File: config.mk
export PLATFORM = sky130hd
export DESIGN_NAME = mips_mc_control_hs_flat
export DESIGN_NICKNAME = d
export VERILOG_FILES = /design/src/rtl/mips_mc_pkg.sv /design/src/rtl/mips_mc_control_hs_if.sv /design/src/rtl/mips_alu_decoder.sv /design/src/rtl/mips_mc_control_hs.sv /design/src/flat_wrapper.sv
export SDC_FILE = /design/constraint.sdc
export NUM_CORES = 1
export LEC_CHECK = 0
export ABC_AREA = 1
export CAP_MARGIN = 20
export CORE_MARGIN = 4
export CORE_UTILIZATION = 39
export DETAILED_ROUTE_END_ITERATION = 7
export PLACE_DENSITY = 0.76
export SETUP_SLACK_MARGIN = 0.05
export SLEW_MARGIN = 20
export SYNTH_ARGS = -nofsm -noshare
export SYNTH_HDL_FRONTEND = slang
export SYNTH_SLANG_ARGS = --single-unit
File: constraint.sdc
create_clock -name clk -period 1.4 [get_ports clk]
set_input_delay 0.14 -clock clk [delete_from_list [all_inputs] [get_ports clk]]
set_output_delay 0.14 -clock clk [all_outputs]
set_load 0.005 [all_outputs]
File: src/rtl/mips_mc_pkg.sv
// Shared encodings for the multicycle MIPS controller:
// states, opcodes, functs, ALU codes and datapath mux selects.
package mips_mc_pkg;

  typedef enum logic [3:0] {
    S_FETCH   = 4'd0,
    S_DECODE  = 4'd1,
    S_MEMADR  = 4'd2,
    S_MEMRD   = 4'd3,
    S_MEMWB   = 4'd4,
    S_MEMWR   = 4'd5,
    S_RTYPEEX = 4'd6,
    S_ALUWB   = 4'd7,
    S_BRANCH  = 4'd8,
    S_IMMEX   = 4'd9,
    S_JUMP    = 4'd10,
    S_JAL     = 4'd11,
    S_TRAP    = 4'd12
  } state_t;

  localparam logic [5:0] OP_RTYPE = 6'h00;
  localparam logic [5:0] OP_J     = 6'h02;
  localparam logic [5:0] OP_JAL   = 6'h03;
  localparam logic [5:0] OP_BEQ   = 6'h04;
  localparam logic [5:0] OP_BNE   = 6'h05;
  localparam logic [5:0] OP_ADDI  = 6'h08;
  localparam logic [5:0] OP_ANDI  = 6'h0C;
  localparam logic [5:0] OP_ORI   = 6'h0D;
  localparam logic [5:0] OP_LW    = 6'h23;
  localparam logic [5:0] OP_SW    = 6'h2B;

  localparam logic [5:0] FN_ADD = 6'h20;
  localparam logic [5:0] FN_SUB = 6'h22;
  localparam logic [5:0] FN_AND = 6'h24;
  localparam logic [5:0] FN_OR  = 6'h25;
  localparam logic [5:0] FN_SLT = 6'h2A;

  localparam logic [2:0] ALU_ADD = 3'b010;
  localparam logic [2:0] ALU_SUB = 3'b110;
  localparam logic [2:0] ALU_AND = 3'b000;
  localparam logic [2:0] ALU_OR  = 3'b001;
  localparam logic [2:0] ALU_SLT = 3'b111;

  localparam logic [1:0] RD_RT = 2'd0;
  localparam logic [1:0] RD_RD = 2'd1;
  localparam logic [1:0] RD_RA = 2'd2;

  localparam logic [1:0] M2R_ALU = 2'd0;
  localparam logic [1:0] M2R_MDR = 2'd1;
  localparam logic [1:0] M2R_PC  = 2'd2;

  localparam logic [1:0] SB_B    = 2'd0;
  localparam logic [1:0] SB_FOUR = 2'd1;
  localparam logic [1:0] SB_IMM  = 2'd2;
  localparam logic [1:0] SB_IMM4 = 2'd3;

  localparam logic [1:0] PCS_ALU = 2'd0;
  localparam logic [1:0] PCS_OUT = 2'd1;
  localparam logic [1:0] PCS_JMP = 2'd2;

endpackage

File: src/rtl/mips_mc_control_hs_if.sv
// Controller <-> datapath/memory bundle.
// master = controller, slave = datapath side.
interface mips_mc_control_hs_if;
  logic [5:0] opcode;
  logic [5:0] funct;
  logic       zero;
  logic       mem_ready;
  logic       mem_read;
  logic       mem_write;
  logic       iord;
  logic       ir_write;
  logic [1:0] reg_dst;
  logic [1:0] mem_to_reg;
  logic       alu_src_a;
  logic [1:0] alu_src_b;
  logic       ext_zero;
  logic [2:0] alu_control;
  logic [1:0] pc_source;
  logic       pc_en;
  logic       reg_write;
  logic       illegal;
  logic [3:0] state;

  modport master (
    input  opcode, funct, zero, mem_ready,
    output mem_read, mem_write, iord,
    output ir_write, reg_dst, mem_to_reg,
    output alu_src_a, alu_src_b, ext_zero,
    output alu_control, pc_source, pc_en,
    output reg_write, illegal, state
  );

  modport slave (
    output opcode, funct, zero, mem_ready,
    input  mem_read, mem_write, iord,
    input  ir_write, reg_dst, mem_to_reg,
    input  alu_src_a, alu_src_b, ext_zero,
    input  alu_control, pc_source, pc_en,
    input  reg_write, illegal, state
  );
endinterface

File: src/rtl/mips_alu_decoder.sv
// R-type funct to ALU operation; funct_valid
// flags the five supported functs.
module mips_alu_decoder
  import mips_mc_pkg::*;
(
  input  logic [5:0] funct,
  output logic [2:0] alu_control,
  output logic       funct_valid
);

  always_comb begin
    alu_control = ALU_AND;
    funct_valid = 1'b1;
    unique case (1'b1)
      (funct == FN_ADD): alu_control = ALU_ADD;
      (funct == FN_SUB): alu_control = ALU_SUB;
      (funct == FN_AND): alu_control = ALU_AND;
      (funct == FN_OR):  alu_control = ALU_OR;
      (funct == FN_SLT): alu_control = ALU_SLT;
      default:           funct_valid = 1'b0;
    endcase
  end

endmodule

File: src/rtl/mips_mc_control_hs.sv
// Multicycle MIPS control FSM with memory
// ready handshake and optional extended ops.
module mips_mc_control_hs
  import mips_mc_pkg::*;
#(
  parameter bit MEM_HANDSHAKE = 1'b1,
  parameter bit ENABLE_EXT    = 1'b1
) (
  input  logic clk,
  input  logic reset,
  mips_mc_control_hs_if.master bus
);

  state_t     st;
  state_t     nxt;
  logic       illegal_q;
  logic       rdy;
  logic [2:0] r_alu;
  logic       r_ok;
  logic       pc_en_d;
  logic       ir_write_d;
  logic       reg_write_d;
  logic       mem_write_d;

  logic op_r, op_lw, op_sw, op_beq, op_j;
  logic op_bne, op_addi, op_andi, op_ori, op_jal;

  assign rdy = MEM_HANDSHAKE ? bus.mem_ready : 1'b1;

  assign op_r    = bus.opcode == OP_RTYPE;
  assign op_lw   = bus.opcode == OP_LW;
  assign op_sw   = bus.opcode == OP_SW;
  assign op_beq  = bus.opcode == OP_BEQ;
  assign op_j    = bus.opcode == OP_J;
  assign op_bne  = ENABLE_EXT && bus.opcode == OP_BNE;
  assign op_addi = ENABLE_EXT && bus.opcode == OP_ADDI;
  assign op_andi = ENABLE_EXT && bus.opcode == OP_ANDI;
  assign op_ori  = ENABLE_EXT && bus.opcode == OP_ORI;
  assign op_jal  = ENABLE_EXT && bus.opcode == OP_JAL;

  mips_alu_decoder u_alu_dec (
    .funct       (bus.funct),
    .alu_control (r_alu),
    .funct_valid (r_ok)
  );

  always_comb begin
    nxt = st;
    unique case (st)
      S_FETCH:   if (rdy) nxt = S_DECODE;
      S_DECODE: begin
        unique case (1'b1)
          (op_lw || op_sw):   nxt = S_MEMADR;
          op_r:               nxt = S_RTYPEEX;
          (op_beq || op_bne): nxt = S_BRANCH;
          op_j:               nxt = S_JUMP;
          (op_addi || op_andi || op_ori):
                              nxt = S_IMMEX;
          op_jal:             nxt = S_JAL;
          default:            nxt = S_TRAP;
        endcase
      end
      S_MEMADR:  nxt = op_lw ? S_MEMRD : S_MEMWR;
      S_MEMRD:   if (rdy) nxt = S_MEMWB;
      S_MEMWB:   nxt = S_FETCH;
      S_MEMWR:   if (rdy) nxt = S_FETCH;
      S_RTYPEEX: nxt = r_ok ? S_ALUWB : S_TRAP;
      S_ALUWB:   nxt = S_FETCH;
      S_BRANCH:  nxt = S_FETCH;
      S_IMMEX:   nxt = S_ALUWB;
      S_JUMP:    nxt = S_FETCH;
      S_JAL:     nxt = S_FETCH;
      S_TRAP:    nxt = S_TRAP;
      default:   nxt = S_FETCH;
    endcase
  end

  always_ff @(posedge clk or posedge reset) begin
    if (reset) begin
      st        <= S_FETCH;
      illegal_q <= 1'b0;
    end else begin
      st <= nxt;
      if (nxt == S_TRAP) illegal_q <= 1'b1;
    end
  end

  always_comb begin
    bus.mem_read    = 1'b0;
    mem_write_d     = 1'b0;
    bus.iord        = 1'b0;
    ir_write_d      = 1'b0;
    bus.reg_dst     = RD_RT;
    bus.mem_to_reg  = M2R_ALU;
    bus.alu_src_a   = 1'b0;
    bus.alu_src_b   = SB_B;
    bus.ext_zero    = 1'b0;
    bus.alu_control = ALU_AND;
    bus.pc_source   = PCS_ALU;
    pc_en_d         = 1'b0;
    reg_write_d     = 1'b0;
    unique case (st)
      S_FETCH: begin
        bus.mem_read    = 1'b1;
        bus.alu_src_b   = SB_FOUR;
        bus.alu_control = ALU_ADD;
        ir_write_d      = rdy;
        pc_en_d         = rdy;
      end
      S_DECODE: begin
        bus.alu_src_b   = SB_IMM4;
        bus.alu_control = ALU_ADD;
      end
      S_MEMADR: begin
        bus.alu_src_a   = 1'b1;
        bus.alu_src_b   = SB_IMM;
        bus.alu_control = ALU_ADD;
      end
      S_MEMRD: begin
        bus.mem_read = 1'b1;
        bus.iord     = 1'b1;
      end
      S_MEMWB: begin
        bus.mem_to_reg = M2R_MDR;
        reg_write_d    = 1'b1;
      end
      S_MEMWR: begin
        mem_write_d = 1'b1;
        bus.iord    = 1'b1;
      end
      S_RTYPEEX: begin
        bus.alu_src_a   = 1'b1;
        bus.alu_control = r_alu;
      end
      S_ALUWB: begin
        bus.reg_dst = op_r ? RD_RD : RD_RT;
        reg_write_d = 1'b1;
      end
      S_BRANCH: begin
        bus.alu_src_a   = 1'b1;
        bus.alu_control = ALU_SUB;
        bus.pc_source   = PCS_OUT;
        pc_en_d         = op_beq ? bus.zero : ~bus.zero;
      end
      S_IMMEX: begin
        bus.alu_src_a = 1'b1;
        bus.alu_src_b = SB_IMM;
        unique case (1'b1)
          op_andi: begin
            bus.alu_control = ALU_AND;
            bus.ext_zero    = 1'b1;
          end
          op_ori: begin
            bus.alu_control = ALU_OR;
            bus.ext_zero    = 1'b1;
          end
          default: bus.alu_control = ALU_ADD;
        endcase
      end
      S_JUMP: begin
        bus.pc_source = PCS_JMP;
        pc_en_d       = 1'b1;
      end
      S_JAL: begin
        bus.pc_source  = PCS_JMP;
        pc_en_d        = 1'b1;
        bus.reg_dst    = RD_RA;
        bus.mem_to_reg = M2R_PC;
        reg_write_d    = 1'b1;
      end
      default: ;
    endcase
  end

  // Reset overrides the FETCH enables so nothing commits mid-reset.
  assign bus.pc_en     = pc_en_d & ~reset;
  assign bus.ir_write  = ir_write_d & ~reset;
  assign bus.reg_write = reg_write_d & ~reset;
  assign bus.mem_write = mem_write_d & ~reset;
  assign bus.illegal   = illegal_q;
  assign bus.state     = st;

endmodule
File: src/flat_wrapper.sv
// flat-port wrapper written by rule: the top's interface ports become plain ports
module mips_mc_control_hs_flat import mips_mc_pkg::*;
#(
  parameter bit MEM_HANDSHAKE = 1'b1,
  parameter bit ENABLE_EXT    = 1'b1
)
  (clk, reset, bus_opcode, bus_funct, bus_zero, bus_mem_ready, bus_mem_read, bus_mem_write, bus_iord, bus_ir_write, bus_reg_dst, bus_mem_to_reg, bus_alu_src_a, bus_alu_src_b, bus_ext_zero, bus_alu_control, bus_pc_source, bus_pc_en, bus_reg_write, bus_illegal, bus_state);
  mips_mc_control_hs_if bus_i ();
  input  logic clk;
  input  logic reset;
  input wire logic [$bits(bus_i.opcode)-1:0] bus_opcode;
  input wire logic [$bits(bus_i.funct)-1:0] bus_funct;
  input wire logic [$bits(bus_i.zero)-1:0] bus_zero;
  input wire logic [$bits(bus_i.mem_ready)-1:0] bus_mem_ready;
  output wire logic [$bits(bus_i.mem_read)-1:0] bus_mem_read;
  output wire logic [$bits(bus_i.mem_write)-1:0] bus_mem_write;
  output wire logic [$bits(bus_i.iord)-1:0] bus_iord;
  output wire logic [$bits(bus_i.ir_write)-1:0] bus_ir_write;
  output wire logic [$bits(bus_i.reg_dst)-1:0] bus_reg_dst;
  output wire logic [$bits(bus_i.mem_to_reg)-1:0] bus_mem_to_reg;
  output wire logic [$bits(bus_i.alu_src_a)-1:0] bus_alu_src_a;
  output wire logic [$bits(bus_i.alu_src_b)-1:0] bus_alu_src_b;
  output wire logic [$bits(bus_i.ext_zero)-1:0] bus_ext_zero;
  output wire logic [$bits(bus_i.alu_control)-1:0] bus_alu_control;
  output wire logic [$bits(bus_i.pc_source)-1:0] bus_pc_source;
  output wire logic [$bits(bus_i.pc_en)-1:0] bus_pc_en;
  output wire logic [$bits(bus_i.reg_write)-1:0] bus_reg_write;
  output wire logic [$bits(bus_i.illegal)-1:0] bus_illegal;
  output wire logic [$bits(bus_i.state)-1:0] bus_state;
  assign bus_i.opcode = bus_opcode;
  assign bus_i.funct = bus_funct;
  assign bus_i.zero = bus_zero;
  assign bus_i.mem_ready = bus_mem_ready;
  assign bus_mem_read = bus_i.mem_read;
  assign bus_mem_write = bus_i.mem_write;
  assign bus_iord = bus_i.iord;
  assign bus_ir_write = bus_i.ir_write;
  assign bus_reg_dst = bus_i.reg_dst;
  assign bus_mem_to_reg = bus_i.mem_to_reg;
  assign bus_alu_src_a = bus_i.alu_src_a;
  assign bus_alu_src_b = bus_i.alu_src_b;
  assign bus_ext_zero = bus_i.ext_zero;
  assign bus_alu_control = bus_i.alu_control;
  assign bus_pc_source = bus_i.pc_source;
  assign bus_pc_en = bus_i.pc_en;
  assign bus_reg_write = bus_i.reg_write;
  assign bus_illegal = bus_i.illegal;
  assign bus_state = bus_i.state;
  mips_mc_control_hs #(.MEM_HANDSHAKE(MEM_HANDSHAKE), .ENABLE_EXT(ENABLE_EXT)) u_core (.clk(clk), .reset(reset), .bus(bus_i));
endmodule
==> metrics.txt, run 1 <==
outcome=stopped before the end; dpl cells=235; Cell variety after synth=23; mean post-synth cell area=5.61 um^2; register area share after synthesis=between 10% and 20%; Syn Nets=around 150; count of hold-fix buffers inserted at cts=0; number of buffers created by CTS=3; I/O pin count=40; Max clock buf depth=2; CTS Sinks=5; Worst EP post-GRT repair=bus_pc_en; Synth Register Bits=5; last stage reached=global routing (5_1_grt); Mapped Area=approximately 760 um^2; detailed placement HPWL=around 2400 um; site row count=15; YS warnings=0; Worst EP kind=top-level output; Halt Reason=[ERROR DPL-0038] Utilization greater than 100%, impossible to legalize; Initial Util=42.5%; largest net degree at the start of global routing=9; clock tree root driver cell=clkbuf_4; Die Span Y=52.1 um; GPL Wtd Cong=~0.88; Die Span X=52.1 um; cells after synthesis=about 140; # port buffers=39; CTS H-tree lvls=1
timing repair:
item	4_1_cts
gates resized for setup	113
setup buffers	18
pin swaps	11
endpoints found under the setup margin	25
cloned	0
cell usage after synthesis:
| library cell | number | area share (%) |
|---|---|---|
| o21ai_0 | 3 | 2.0 |
| a31oi_1 | 1 | 0.83 |
| clkinv_1 | 1 | 0.50 |
| inv_2 | 8 | 4.0 |
| nand2_1 | 24 | 12 |
| nand2_4 | 1 | 1.5 |
| o221ai_1 | 1 | 1.2 |
| nand3_2 | 2 | 2.6 |
| nor2_4 | 2 | 3.0 |
| dfrtp_1 | 5 | 17 |
| a21oi_1 | 6 | 4.0 |
| nand3b_2 | 1 | 1.5 |
| nand3b_1 | 1 | 0.99 |
| inv_1 | 16 | 7.9 |
| buf_4 | 1 | 0.99 |
| nor2_2 | 9 | 7.4 |
| nand2_2 | 5 | 4.1 |
| nand4_1 | 4 | 3.3 |
| nand3_1 | 17 | 11 |
| a22oi_1 | 1 | 0.99 |
| o21ai_1 | 1 | 0.66 |
| nor2_1 | 24 | 12 |
| o211ai_1 | 1 | 0.99 |
kinds of logic after synthesis:
group,after synthesis,share of synthesized area (%)
and+or+nand+nor,90,59.5
buffers and inverters,26,13.4
AOI/OAI and AO/OA,14,10.6
DFF,5,16.5
stage by stage:
| stage | worst slack (ns) | hold slack, ns | area, um^2 | utilization [%] |
|---|---|---|---|---|
| CTS | -0.261 | 0.245 | 1690 | 95.0 |
| detailed placement | -0.573 | 0.471 | 1450 | 81.3 |
| global placement | -0.469 | 0.445 | 1450 | 81.3 |
| floorplan | 0.220 | -0.0688 | 757 | - |
==> run 2: changes to the inputs <==
--- a/config.mk
+++ b/config.mk
@@ -7,11 +7,10 @@
 export LEC_CHECK = 0
 export ABC_AREA = 1
 export CAP_MARGIN = 20
-export CORE_MARGIN = 4
-export CORE_UTILIZATION = 39
+export CORE_AREA = 4 4 65 67
 export DETAILED_ROUTE_END_ITERATION = 7
-export PLACE_DENSITY = 0.76
-export SETUP_SLACK_MARGIN = 0.05
+export DIE_AREA = 0 0 69 71
+export PLACE_DENSITY_LB_ADDON = 0.15
 export SLEW_MARGIN = 20
 export SYNTH_ARGS = -nofsm -noshare
 export SYNTH_HDL_FRONTEND = slang
==> run 2 against run 1 <==
Against the previous run: the flow now finishes, with violations (negative setup slack); area after synthesis is the same; synthesized cell count is the same.
==> metrics.txt, run 2 <==
outcome=finished, violations left; failing checks=negative setup slack; worst-path cell chain=nor2_4 > inv_2 > nor2_4 > buf_6 > nand3_4 > nand2_2 > o21ai_2 > inv_1 > buf_2; Initial Util=a little over a fifth; final hold violation count=0; Post-synth EDFFs=0; most common cell after layout, fill and taps aside=buf_4; drt first pass iters=4; clock period minus worst slack=between 1.5 and 2 ns; fill count=357; met2 routed WL=2080 um; Slew HR=84.8%; FFs w/ async S/R, synth=100%; Final nets=261; final WL=approximately 3600 um; critical path endpoint category=output port; global-route wire length before repair=6070 um; CP Class=flop to output port; max layer used=met4; dpl cells=262; register area=128 um^2; clk_lat worst skew=0.22 ns; Worst setup SP type=flop; cell taking the most area after synthesis=dfrtp_1; f_max=616 MHz; register area share after synthesis=16.5%; drt via density=around 4.4; leakage power=1.08 nW; Max FO, Critical Path=5; ANT nets after route=0; Power, Total=2.61 mW; synth cell count leaders=nand2_1 (24), nor2_1 (24), nand3_1 (17); site row count=22; Final TNS setup=-2.24 ns; Pint=1.50 mW; Cell Pwr Density=1280 mW/mm^2; clock slew at reported path FFs=about 0.030 ns; max incr delay on CP=roughly 0.44 ns; vias=between 1k and 1.5k; Syn Nets=approximately 150; share of the synthesized area in the top cell type=around 17%; Clk pwr share=9.9%; cells after synthesis=135; Primary FF master, synth=dfrtp_1; met1 WL=1330 um; PnR worst setup slack=-0.223 ns; sequential power share=9.5%; worst slew pin tran=0.228 ns; Cell Count, Final, Fillers Out=292; GR Util All Layers=14.7%; Slowest-stage cell, CP=dfrtp_2; Hold Path Class=input port to asynchronous set/reset pin; clock tree root driver cell=clkbuf_8; max-cap violations=0; final setup violation count=20; worst hold slack=0.316 ns; Worst Path Required=around 1.3 ns; area grow syn2layout=168%; Overflow after GRT=0; R2R Setup Slk=-0.10 ns; initial antenna violation count=0; vias in the first global route=1448; die area=0.00490 mm^2; critical path's most frequent cell=nor2_4; I/O pin count=40; Synth Register Bits=5; DR WL/cell=12.4 um; CTS tree=done; CTS Sinks=5; # port buffers=39; Die Span X=69 um; detailed placement HPWL=2480 um; max reg flops=4; CTS H-tree lvls=1; mean post-synth cell area=between 5 and 6 um^2; Max clock buf depth=2; Mapped Area=757 um^2; diode count=0; worst vdd ir=0.366 mV; iteration-0 DRC count of the detailed router=32; GPL Wtd Cong=0.854; switching power=1.11 mW; Die Span Y=between 70 and 80 um; multi-input logic area=~800 um^2; YS warnings=0; switching fraction of total power=a little over two fifths; ranking of synthesized cells by area=dfrtp_1 (17%), nand2_1 (12%), nor2_1 (12%), nand3_1 (11%), inv_1 (7.9%); RSZ-0062 raised after global routing=yes; number of buffers created by CTS=3; layout cells sized above 1=61.5%; drt drc=0; leading cell types in the layout, fill and taps excluded=buf_4 (46), buf_6 (25), nand2_1 (16), clkdlybuf4s50_1 (15); WL met3=124 um; count of final max-slew check failures=0; Cell variety after synth=23; clock skew=0.00121 ns; Critical Path AT=1.48 ns; Core Area=0.00363 mm^2; Tcrit/Tclk final=116%; largest net degree at the start of global routing=6; share of total power in combinational logic=80.6%
==> run 2: cell counts after synthesis <==
Identical to the previous run, type by type.
==> run 2: per-layer routing <==
layer	track usage, %	up-vias
met4	5.64	0
met2	29.7	39
met5	0	-
li1	-	654
met3	2.56	10
met1	14.6	589
==> run 2: critical path, delay by kind of cell, from the launching register on <==
family          cells  cell delay, ns
compound gates      1            0.05
flops               1            0.44
simple gates        4            0.45
buf+inv             4            0.34
==> run 2: cell families (layout without fill, tap and decap cells) <==
group / count (synthesis) / count (layout) / synth area share (%)
AOI/OAI and AO/OA: 14 / 14 / 10.6
and+or+nand+nor: 90 / 90 / 59.5
buffers and inverters: 26 / 135 / 13.4
DFF: 5 / 5 / 16.5
==> run 2: worst paths after layout <==
check,startpoint,end,cells after the start
max in group asynchronous,reset,u_core.bus.state[2],3
hold / removal,reset,u_core.bus.state[1],3
setup reg to reg,u_core.bus.state[2],u_core.bus.illegal,12
hold reg to reg,u_core.bus.illegal,u_core.bus.illegal,2
setup / recovery,u_core.bus.state[2],bus_pc_en,9
min in group clk,u_core.bus.illegal,u_core.bus.illegal,2
==> run 2: layout make-up <==
| cell class | instances | area share [%] |
|---|---|---|
| clock buffers | 4 | 2.22 |
| repair buffers | 106 | 44.6 |
| multi-input cells | 104 | 38.6 |
| flip-flops and latches | 5 | 6.28 |
| inverters | 25 | 5.36 |
| well taps | 48 | 2.96 |
==> run 2: through the flow <==
step                area, um^2  util (%)  worst slack [ns]
floorplan                  757         -             0.220
global placement          1510      41.5            -0.502
detailed placement        1510      41.5            -0.540
CTS                       1890      52.0            -0.214
global route              2030      55.9            -0.319
finish                    2030      55.9            -0.223
==> run 2: power groups by stage <==
stage	Combinational [mW]	Sequential [mW]	Clock (mW)
final	2.10	0.248	0.258
after global routing	2.25	0.256	0.276
after CTS	1.87	0.246	0.263
after detailed placement	1.35	0.246	0
after global placement	1.34	0.247	0
after floorplan	0.538	0.243	0
==> run 2: what timing repair did <==
action	in CTS	in global routing
endpoints found under the hold margin	0	0
pin swaps	18	13
hold buffers	0	0
buffers inserted	23	7
endpoints found under the setup margin	25	23
resized for setup	150	28
(Power assumes the default switching activity.)
==> run 3: changes to the inputs <==
--- a/config.mk
+++ b/config.mk
@@ -11,7 +11,7 @@
 export DETAILED_ROUTE_END_ITERATION = 7
 export DIE_AREA = 0 0 69 71
 export PLACE_DENSITY_LB_ADDON = 0.15
-export SLEW_MARGIN = 20
+export SLEW_MARGIN = 10
 export SYNTH_ARGS = -nofsm -noshare
 export SYNTH_HDL_FRONTEND = slang
 export SYNTH_SLANG_ARGS = --single-unit
==> results of run 3 <==
Same layout as run 2: the final DEF is identical, and so are final timing and power.
==> run 4: changes to the inputs <==
--- a/config.mk
+++ b/config.mk
@@ -10,6 +10,7 @@
 export CORE_AREA = 4 4 65 67
 export DETAILED_ROUTE_END_ITERATION = 7
 export DIE_AREA = 0 0 69 71
+export GPL_TIMING_DRIVEN = 0
 export PLACE_DENSITY_LB_ADDON = 0.15
 export SLEW_MARGIN = 10
 export SYNTH_ARGS = -nofsm -noshare
==> run 4 against run 3 <==
Against the previous run: largest power group unchanged; total power decreased by 13%; worst setup slack about the same; register-to-register slack improved by 0.02 ns; final cell count decreased by 11%; sequential power increased by 5%; first-iteration DRC count decreased by 22%; utilization decreased by 9.0 points; clock power increased by 5%; combinational power decreased by 18%; the run still ends with negative setup slack left; flip-flop and latch count unchanged.
==> metrics.txt, run 4 (synthesized netlist as in run 2, its figures left out) <==
dpl cells=222; leading cell types in the layout, fill and taps excluded=buf_4 (21), nand2_1 (16), clkdlybuf4s50_1 (16), nand3_1 (15), buf_6 (15); global-route wire length before repair=5130 um; Critical Path AT=about 1.5 ns; critical path's most frequent cell=nor2_4; buffers and inverters on the worst path=4; number of buffers created by CTS=3; clock slew at reported path FFs=0.04 ns; worst hold slack=0.224 ns; PnR worst setup slack=-0.223 ns; CTS tree=done; failing checks=negative setup slack; final setup violation count=18; detailed placement HPWL=2130 um; area post-placement=between 0.001 and 0.0015 mm^2; largest net degree at the start of global routing=9; Final nets=229; Final TNS setup=-2.44 ns; WL met3=157 um; ANT nets after route=0; CTS H-tree lvls=1; Power, Total=2.26 mW; worst-path cell chain=nor2_4 > inv_4 > nor2_4 > buf_6 > nand3_2 > nand2_1 > o21ai_1 > inv_1 > buf_2; Tcrit/Tclk final=116%; Cell Count, Final, Fillers Out=260; outcome=finished, violations left; I/O pin count=40; worst vdd ir=0.430 mV; RSZ-0062 raised after global routing=yes; max reg flops=4; final WL=3130 um; CP Class=flop to output port; leakage power=0.912 nW; worst slew pin tran=around 0.27 ns; Worst setup SP type=flop; die area=0.00490 mm^2; Slew HR=81.8%; Critical path origin=u_core.bus.state[2]; CTS Sinks=5; # port buffers=39; clock period minus worst slack=about 1.6 ns; clock tree root driver cell=clkbuf_8; GR Util All Layers=12.4%; GPL Wtd Cong=0.867; drt drc=0; Die Span Y=71 um; initial antenna violation count=0; r2r startpoint=u_core.bus.state[2]; Initial Util=20.8%; critical register-to-register path endpoint=u_core.bus.state[0]; f_max=616 MHz; site row count=22; clock skew=0.00287 ns; met2 routed WL=1570 um; met1 WL=1280 um; drt via density=4.45; clk_lat worst skew=between 0.2 and 0.25 ns; Hold Path Class=input port to asynchronous set/reset pin; layout cells sized above 1=55.2%; CP top delay family=flip-flops; Setup crit end=bus_pc_en; design area=0.00170 mm^2; area grow syn2layout=125%; most common cell after layout, fill and taps aside=buf_4; R2R Setup Slk=-0.08 ns; vias in the first global route=1196; Worst Path Required=~1.3 ns; count of final max-slew check failures=0; Overflow after GRT=0; Slowest-stage cell, CP=dfrtp_2; diode count=0; Worst Reg-to-Reg Cells=11; final hold violation count=0; Max FO, Critical Path=5; Die Span X=around 69 um; max-cap violations=0; vias=approximately 1.2k; Max clock buf depth=2; count of hold-fix buffers inserted at cts=0; drt first pass iters=4; Cell Pwr Density=1330 mW/mm^2; critical path endpoint category=output port; instance count on the critical path=9; Core Area=~0.0036 mm^2; max incr delay on CP=roughly 0.46 ns; max layer used=met4; iteration-0 DRC count of the detailed router=25; DR WL/cell=12.1 um
==> run 4: cell types whose count changed in the layout (fill, tap and decap cells not counted), sizes merged <==
cell	change
clkbuf	+5
dlymetal6s2s	+2
clkdlybuf4s15	-1
buf	-39
clkdlybuf4s50	+1
==> run 4: repair_timing <==
action                                  CTS  global route
endpoints found under the hold margin     0             0
pin swaps                                17            10
buffers inserted                         22            13
endpoints found under the setup margin   19            24
gates resized for setup                 103            41
==> run 4: how the worst min path moves through the flow <==
stage          slack [ns]  depth (start not counted)               start             endpoint
2_1_floorplan       -0.07                          1               reset   u_core.bus.illegal
6_report             0.22                          2               reset  u_core.bus.state[1]
3_3_place_gp         0.44                          2               reset  u_core.bus.state[1]
3_5_place_dp         0.45                          2  u_core.bus.illegal   u_core.bus.illegal
4_1_cts              0.23                          2               reset  u_core.bus.state[1]
5_1_grt              0.27                          2               reset  u_core.bus.state[1]
==> run 4: power by group <==
group          switching (mW)  internal (mW)  total [mW]  leakage (nW)
clock network          0.0749          0.196       0.271        0.0228
logic                   0.848          0.879        1.73         0.834
registers              0.0691          0.192       0.261        0.0558
total                   0.992           1.27        2.26         0.912
==> run 4: per-layer routing <==
layer  vias to the layer above  GRT usage (%)
li1                        582              -
met1                       523           13.8
met2                        41           23.2
met3                        12           1.42
met4                         0           6.29
met5                         -              0
==> run 4: layout make-up <==
class	count	area (um^2)
fillers	374	1930
multi-input cells	104	721
repair buffers	73	629
flip-flops and latches	5	130
inverters	25	111
well taps	48	60.1
clock buffers	4	45.0
plain buffers	1	7.51
==> run 4: metrics by stage <==
step	worst slack [ns]	util (%)
CTS	-0.229	41.6
detailed placement	-0.618	33.2
global route	-0.306	46.9
global placement	-0.633	33.2
finish	-0.223	46.9
floorplan	0.220	-
